$ cat src/rtl/dac_spi_rx.sv
//==============================================================================
// Module  : dac_spi_rx
// Brief   : Oversampling receiver/monitor for the SYNC/SCLK/DIN DAC link.
//           Define DAC_SPI_RX_SYNC_EN to add 2-flop input synchronizers.
// Revision: 1.0 - initial release
//==============================================================================
`default_nettype none

module dac_spi_rx #(
    parameter int FRAME_BITS = 24,
    parameter int DATA_BITS  = 16,
    parameter int PD_LSB     = 16
) (
    input  logic                 dataclk,
    input  logic                 reset,
    input  logic                 DAC_SYNC,
    input  logic                 DAC_SCLK,
    input  logic                 DAC_DIN,
    output logic [DATA_BITS-1:0] DAC_rx_data,
    output logic [1:0]           DAC_rx_pd,
    output logic                 DAC_rx_valid,
    output logic                 DAC_rx_abort,
    output logic                 DAC_rx_busy,
    output logic [15:0]          DAC_rx_frame_count,
    output logic [1:0]           DAC_rx_state
);

    localparam int CNT_W = $clog2(FRAME_BITS + 1);
    localparam logic [CNT_W-1:0] C_LAST_BIT = CNT_W'(FRAME_BITS - 1);

    typedef enum logic [1:0] {
        ST_IDLE  = 2'd0,
        ST_SHIFT = 2'd1,
        ST_FULL  = 2'd2,
        ST_BAD   = 2'd3
    } state_t;

    logic w_sync;
    logic w_sclk;
    logic w_din;

`ifdef DAC_SPI_RX_SYNC_EN
    logic [1:0] sync_ff_q;
    logic [1:0] sclk_ff_q;
    logic [1:0] din_ff_q;

    always_ff @(posedge dataclk) begin
        if (reset) begin
            sync_ff_q <= 2'b11;
            sclk_ff_q <= 2'b11;
            din_ff_q  <= 2'b00;
        end else begin
            sync_ff_q <= {sync_ff_q[0], DAC_SYNC};
            sclk_ff_q <= {sclk_ff_q[0], DAC_SCLK};
            din_ff_q  <= {din_ff_q[0], DAC_DIN};
        end
    end

    assign w_sync = sync_ff_q[1];
    assign w_sclk = sclk_ff_q[1];
    assign w_din  = din_ff_q[1];
`else
    assign w_sync = DAC_SYNC;
    assign w_sclk = DAC_SCLK;
    assign w_din  = DAC_DIN;
`endif

    state_t                state_q;
    logic [FRAME_BITS-1:0] shreg_q;
    logic [CNT_W-1:0]      bit_cnt_q;
    logic                  sync_prev_q;
    logic                  sclk_prev_q;
    logic                  first_q;
    logic [DATA_BITS-1:0]  data_q;
    logic [1:0]            pd_q;
    logic                  valid_q;
    logic                  abort_q;
    logic [15:0]           frame_cnt_q;

    logic w_sync_fall;
    logic w_sync_rise;
    logic w_sclk_fall;
    logic w_unused_msb;

    assign w_sync_fall  = sync_prev_q & ~w_sync;
    assign w_sync_rise  = ~sync_prev_q & w_sync;
    assign w_sclk_fall  = sclk_prev_q & ~w_sclk;
    assign w_unused_msb = shreg_q[FRAME_BITS-1];

    always_ff @(posedge dataclk) begin
        if (reset) begin
            state_q     <= ST_IDLE;
            shreg_q     <= '0;
            bit_cnt_q   <= '0;
            sync_prev_q <= 1'b1;
            sclk_prev_q <= 1'b1;
            first_q     <= 1'b0;
            data_q      <= '0;
            pd_q        <= '0;
            valid_q     <= 1'b0;
            abort_q     <= 1'b0;
            frame_cnt_q <= '0;
        end else begin
            sync_prev_q <= w_sync;
            sclk_prev_q <= w_sclk;
            valid_q     <= 1'b0;
            abort_q     <= 1'b0;

            case (state_q)
                ST_IDLE: begin
                    if (w_sync_fall) begin
                        state_q   <= ST_SHIFT;
                        bit_cnt_q <= '0;
                        shreg_q   <= '0;
                    end
                end

                ST_SHIFT: begin
                    // A SYNC rise wins over a coincident SCLK fall.
                    if (w_sync_rise) begin
                        abort_q <= 1'b1;
                        state_q <= ST_IDLE;
                    end else if (w_sclk_fall && !w_sync) begin
                        shreg_q   <= {shreg_q[FRAME_BITS-2:0], w_din};
                        bit_cnt_q <= bit_cnt_q + 1'b1;
                        if (bit_cnt_q == C_LAST_BIT) begin
                            state_q <= ST_FULL;
                            first_q <= 1'b1;
                        end
                    end
                end

                ST_FULL: begin
                    first_q <= 1'b0;
                    if (first_q) begin
                        data_q      <= shreg_q[DATA_BITS-1:0];
                        pd_q        <= shreg_q[PD_LSB+1:PD_LSB];
                        valid_q     <= 1'b1;
                        frame_cnt_q <= frame_cnt_q + 16'd1;
                    end
                    if (w_sync_rise) begin
                        state_q <= ST_IDLE;
                    end else if (w_sync_fall) begin
                        state_q   <= ST_SHIFT;
                        bit_cnt_q <= '0;
                        shreg_q   <= '0;
                    end
                end

                default: begin
                    state_q <= ST_IDLE;
                    first_q <= 1'b0;
                end
            endcase
        end
    end

    assign DAC_rx_data        = data_q;
    assign DAC_rx_pd          = pd_q;
    assign DAC_rx_valid       = valid_q;
    assign DAC_rx_abort       = abort_q;
    assign DAC_rx_busy        = (state_q == ST_SHIFT) || (state_q == ST_FULL);
    assign DAC_rx_frame_count = frame_cnt_q;
    assign DAC_rx_state       = state_q;

endmodule

`default_nettype wire

$ cat config.mk
export PLATFORM = sky130hd
export DESIGN_NAME = dac_spi_rx
export DESIGN_NICKNAME = d
export VERILOG_FILES = /design/src/rtl/dac_spi_rx.sv
export SDC_FILE = /design/constraint.sdc
export NUM_CORES = 1
export LEC_CHECK = 0
export BUFFER_PORTS_ARGS = -buffer_cell sky130_fd_sc_hd__buf_2
export CAP_MARGIN = 15
export CORE_AREA = 2 2 90 66
export DETAILED_ROUTE_END_ITERATION = 8
export DIE_AREA = 0 0 92 68
export GPL_ROUTABILITY_DRIVEN = 1
export PLACE_DENSITY = 0.8
export REMOVE_ABC_BUFFERS = 1
export SLEW_MARGIN = 25
export SYNTH_ARGS = -nofsm -noshare
export SYNTH_HDL_FRONTEND = slang
export SYNTH_SLANG_ARGS = --single-unit
export TNS_END_PERCENT = 20
$ cat constraint.sdc
create_clock -name dataclk -period 2.25 [get_ports dataclk]
set_clock_uncertainty 0.15 [all_clocks]
set_input_delay 0.45 -clock dataclk [delete_from_list [all_inputs] [get_ports dataclk]]
set_output_delay 0.45 -clock dataclk [all_outputs]
set_load 0.02 [all_outputs]
# Word level (Yosys, flattened, before mapping)
# Cells that the tools add are included.
totals:
  regBits: 70
  in_bits: 5
  word_cells: 64
classes:
  n_addsub: 2
  n_eq_ne: 9
  muxes: 22
  bitwise_logic: 9
  reduce_logical: 11
op_table:
  columns: ["op", "count"]
  rows:
  - ["$mux 24", 4]
  - ["$pmux 24 s3", 1]
  - ["$mux 5", 4]
  - ["$add 16x1->16 const B", 1]
  - ["$pmux 5 s3", 1]
  - ["$mux 2", 5]
  - ["$ne 2x2->1 const B", 4]
  - ["$reduce_and 4->1", 2]
  - ["$ne 3x3->1 const B", 2]
  - ["$not 1->1", 6]
  - ["$pmux 2 s3", 1]
  - ["$add 5x1->5 const B", 1]
  - ["$eq 5x5->1 const B", 1]
  - ["$mux 1", 5]
  - ["$reduce_and 2->1", 2]
  - ["$reduce_or 2->1", 2]
  - ["$and 1x1->1", 3]
  - ["$reduce_bool 3->1", 1]
  - ["$eq 2x1->1 const B", 1]
  - ["$eq 2x2->1 const B", 1]
  - ["$logic_not 2->1", 1]
  - ["$pmux 1 s2", 1]
  - ["$logic_and 1x1->1", 1]
  - ["$logic_not 1->1", 1]
  - ["$logic_or 1x1->1", 1]

# Longest topological paths before layout
logic_depth:
  ltp_word: 6
  ltp_mapped: 8
  mapped_depth_nobuf: 6

# Least setup slack after synthesis
# No wires, ideal clock.
synth_timing:
  path_type: "register -> register"
  start: "register state_q[1] (netlist: DAC_rx_state[1])"
  end: "register shreg_q[17]"
  t_arrival_ns: 2.154
  required_ns: 1.983
  slack_ns: -0.171
  stages_incl_launch_ff: 9
  path_buffers: 2
  period_less_slack_ns: 2.421
  cell_sequence: "dfxtp_1 > inv_1 > ha_1 > buf_6 > or3b_4 > a221oi_4 > nor2_4 > buf_6 > a22o_1"
synth_via:
  elab_chain_cells: 3
synth_rtl:
  columns: ["element", "line", "source"]
  rows:
  - ["from (decl)", "68", "state_t state_q;"]
  - ["from (signal assigned)", "92", "state_q <= ST_IDLE;"]
  - ["from (signal assigned)", "112", "state_q <= ST_SHIFT;"]
  - ["from (signal assigned)", "122", "state_q <= ST_IDLE;"]
  - ["$eq 2x1->1 (tied with other cells)", "109", "case (state_q)"]
  - ["$ne 2x2->1 (no source line) / $reduce_bool 3->1 (equally long branches)", null, null]
  - ["$reduce_and 4->1 (no source line)", null, null]
  - ["to (signal assigned)", "124", "shreg_q <= {shreg_q[FRAME_BITS-2:0], w_din};"]
  - ["to (decl)", "69", "logic [FRAME_BITS-1:0] shreg_q;"]
# Several ways; a longest one is shown, not always the timed one.
# A chain may end at the register's enable or synchronous reset.

# Worst setup path after layout
layout_timing:
  start: "register state_q[0] (netlist: DAC_rx_state[0])"
  end: "register frame_cnt_q[15] (netlist: DAC_rx_frame_count[15])"
layout_via:
  elab_chain_cells: 2
layout_rtl:
  columns: ["element", "line", "source"]
  rows:
  - ["$eq 2x2->1", "109", null]
  - ["$reduce_and 2->1 (no source line)", null, null]
  - ["to (signal assigned)", "139", "frame_cnt_q <= frame_cnt_q + 16'd1;"]
  - ["to (decl)", "78", "logic [15:0] frame_cnt_q;"]
# No other way between the ends.

==> metrics.cfg <==
[run_status]
outcome = completed

[layout]
n_fill_cell = 498
drive_above_1_share = 0.2371
finish.utilization = 0.5597
antenna_cells = 0
nets = 335
finish.instance_area_um2 = 3060
syn_to_final_growth_pct = 20.08
final_cells = 404

[synthesis]
synth_edf_count = 0
synth_area_um2 = 2549
ys_seq_area_frac = 0.5027
netlist_instances = 275
yosys_warnings = 0
synth_largest_area_cell = dfxtp_1
avgSynthCellArea_um2 = 9.268
yosys-top-cells-area = dfxtp_1, a22o_1, nand2_1
async_reset_ff_frac = 0
synth_top_area_share = 0.5027
ys_seq_elements = 64
yosysUniqueCellTypes = 43
synthFlopType = dfxtp_1

[die]
initial_core_util = 0.4661
die_w_um = 92
rows = 23
ios = 44
die_area_um2 = 6256
die-height_um = 68
core_area_um2 = 5468

[clock_network]
cts-root-buf = clkbuf_8
htree_levels = 3
hold_buffers = 0
clock_path_buffers = 2
cts_tree = done
path_clk_slew_ns = 0.07
insertion_delay_ns = 0.33
numCtsBuffers = 9
cts_sinks = 64

[worst_hold_path]
hp-class = in -> reg
hold_start = DAC_DIN

[grt]
grt_overflow_total = 0
grt_pass1_vias = 1848
grt_pass1_wl_mm = 8.335
track_usage = 0.1691
grt_max_degree = 32
grt_antenna_before_repair = 0

[route]
totalWireLength_mm = 5.022
firstDrtPassIters = 4
ant_nets = 0
routedWlPerCell_um = 12.43
viasPerCell = 5.124
detail_route.iter0.violations = 62
vias = 2070
drcViolationCount = 0

[timing]
fmax_ghz = 0.4752
setup_viol = 0
finalCritPeriodShare = 0.9352
hold_viol_final = 0
period_needed_ns = 2.104
slew_violations = 0
max_slew_margin = 0.7233
rsz0062_at_grt = no
tightest_slew_ns = 0.4140

[place]
gp_congestion = 0.7622
place_area_um2 = 2845
dp_cells = 387
dp_hpwl_mm = 3.458
port_buffers = 43

[pwr]
power_density_nw_per_um2 = 732.4
leakagePower_nw = 1.199
ir_worst_vdd_mv = 0.3990

[critical_path]
crit_fanout = 6
crit_type = reg -> reg
cp_data_required_time_ns = 2.36
r2r-start = DAC_rx_state[0]
startpoint = DAC_rx_state[0]
cp.arrival_ns = 2.22
startpoint_type = flop
cp-end-kind = flop

[run]
maxCapViolations = 0

==> Yosys cell counts, drive strengths merged, types with 2 or more instances <==
master	instances
a21oi	29
xnor2	8
mux2i	2
or3b	2
dfxtp	64
o21ai	4
buf	4
clkbuf	10
nor2b	2
nand4	5
inv	7
or2	2
a211oi	2
nor4	3
or3	4
nand4b	2
nor2	17
ha	6
nand2	46
a22o	20
nand2b	6
nor3	9
xor2	2
nand3	6
o21a	2
==> per-stage QoR <==
step	setup WS [ns]	total power, mW	TNS [ns]	hold slack [ns]
4_1_cts	0.08353	2.261	0	0.1627
6_report	0.1457	2.241	0	0.1757
3_5_place_dp	0.1016	1.270	0	0.2939
3_3_place_gp	0.1445	1.269	0	0.2931
5_1_grt	0.02388	2.324	0	0.1789
2_1_floorplan	-0.06638	1.231	-1.269	0.2761
==> cell usage in the layout (no fill, tap or decap), drive strengths merged, types with 7 or more instances in the layout <==
cell | netlist | routed
a21oi | 29 | 29
a22o | 20 | 20
buf | 4 | 52
clkbuf | 10 | 11
dfxtp | 64 | 64
inv | 7 | 7
nand2 | 46 | 46
nor2 | 17 | 17
nor3 | 9 | 9
xnor2 | 8 | 8
==> worst max-delay path: stages, from the launching register on <==
cell	delay [ns]
dfxtp_1	0.35
inv_1	0.09
ha_1	0.23
nand3_2	0.11
or4_4	0.59
or3_1	0.37
a21oi_1	0.14
==> area by class of cell <==
class                           instances  area [um^2]  area share
Multi-Input combinational cell        190         1169      0.3818
Inverter                                7        26.28    0.008585
Timing Repair Buffer                   52        282.8     0.09240
Clock inverter                          5        55.05     0.01799
Tap cell                               75        93.84     0.03066
Clock buffer                           11        151.4     0.04947
Sequential cell                        64         1282      0.4191
==> cells by family (layout without fill, tap and decap cells) <==
group / Yosys count / in the layout / synth area share
multiplexers: 2 / 2 / 0.007855
AO/OA/AOI/OAI: 63 / 63 / 0.1708
AND/OR/NAND/NOR: 109 / 109 / 0.2160
flip-flops: 64 / 64 / 0.5027
XOR/XNOR: 10 / 10 / 0.03437
buffers and inverters: 21 / 75 / 0.03878
adder cells (fa/ha/maj): 6 / 6 / 0.02945
==> routing by layer <==
metal  global-route usage  wire (um)
met4              0.06530         63
met2               0.2813       2219
met3              0.06167        277
met5                    0          0
met1               0.2041       2460
==> report_power, final <==
group / leakage, nW / switching [mW] / internal, mW
clock: 0.101 / 0.426 / 0.568
combinational: 0.581 / 0.0672 / 0.0392
sequential: 0.517 / 0.00446 / 1.14
total: 1.20 / 0.497 / 1.74
==> final timing paths <==
kind	to	slack [ns]	cells after the start
setup / recovery	DAC_rx_frame_count[15]	0.15	6
hold / removal	shreg_q[0]	0.18	2
setup reg to reg	DAC_rx_frame_count[15]	0.15	6
hold reg to reg	DAC_rx_data[7]	0.30	2
==> state kept, by name (all words and copies together) (netlist names), 2 cells and up <==
name	flops
DAC_rx_state	2
shreg_q	18
bit_cnt_q	5
DAC_rx_pd	2
DAC_rx_data	16
DAC_rx_frame_count	16
==> repair_timing <==
item                                    CTS  global route
resized for setup                         0             1
setup buffers                             0             1
hold endpoints to repair                  0             0
endpoints found under the setup margin    0            19
Power figures use the tool's default switching activity.
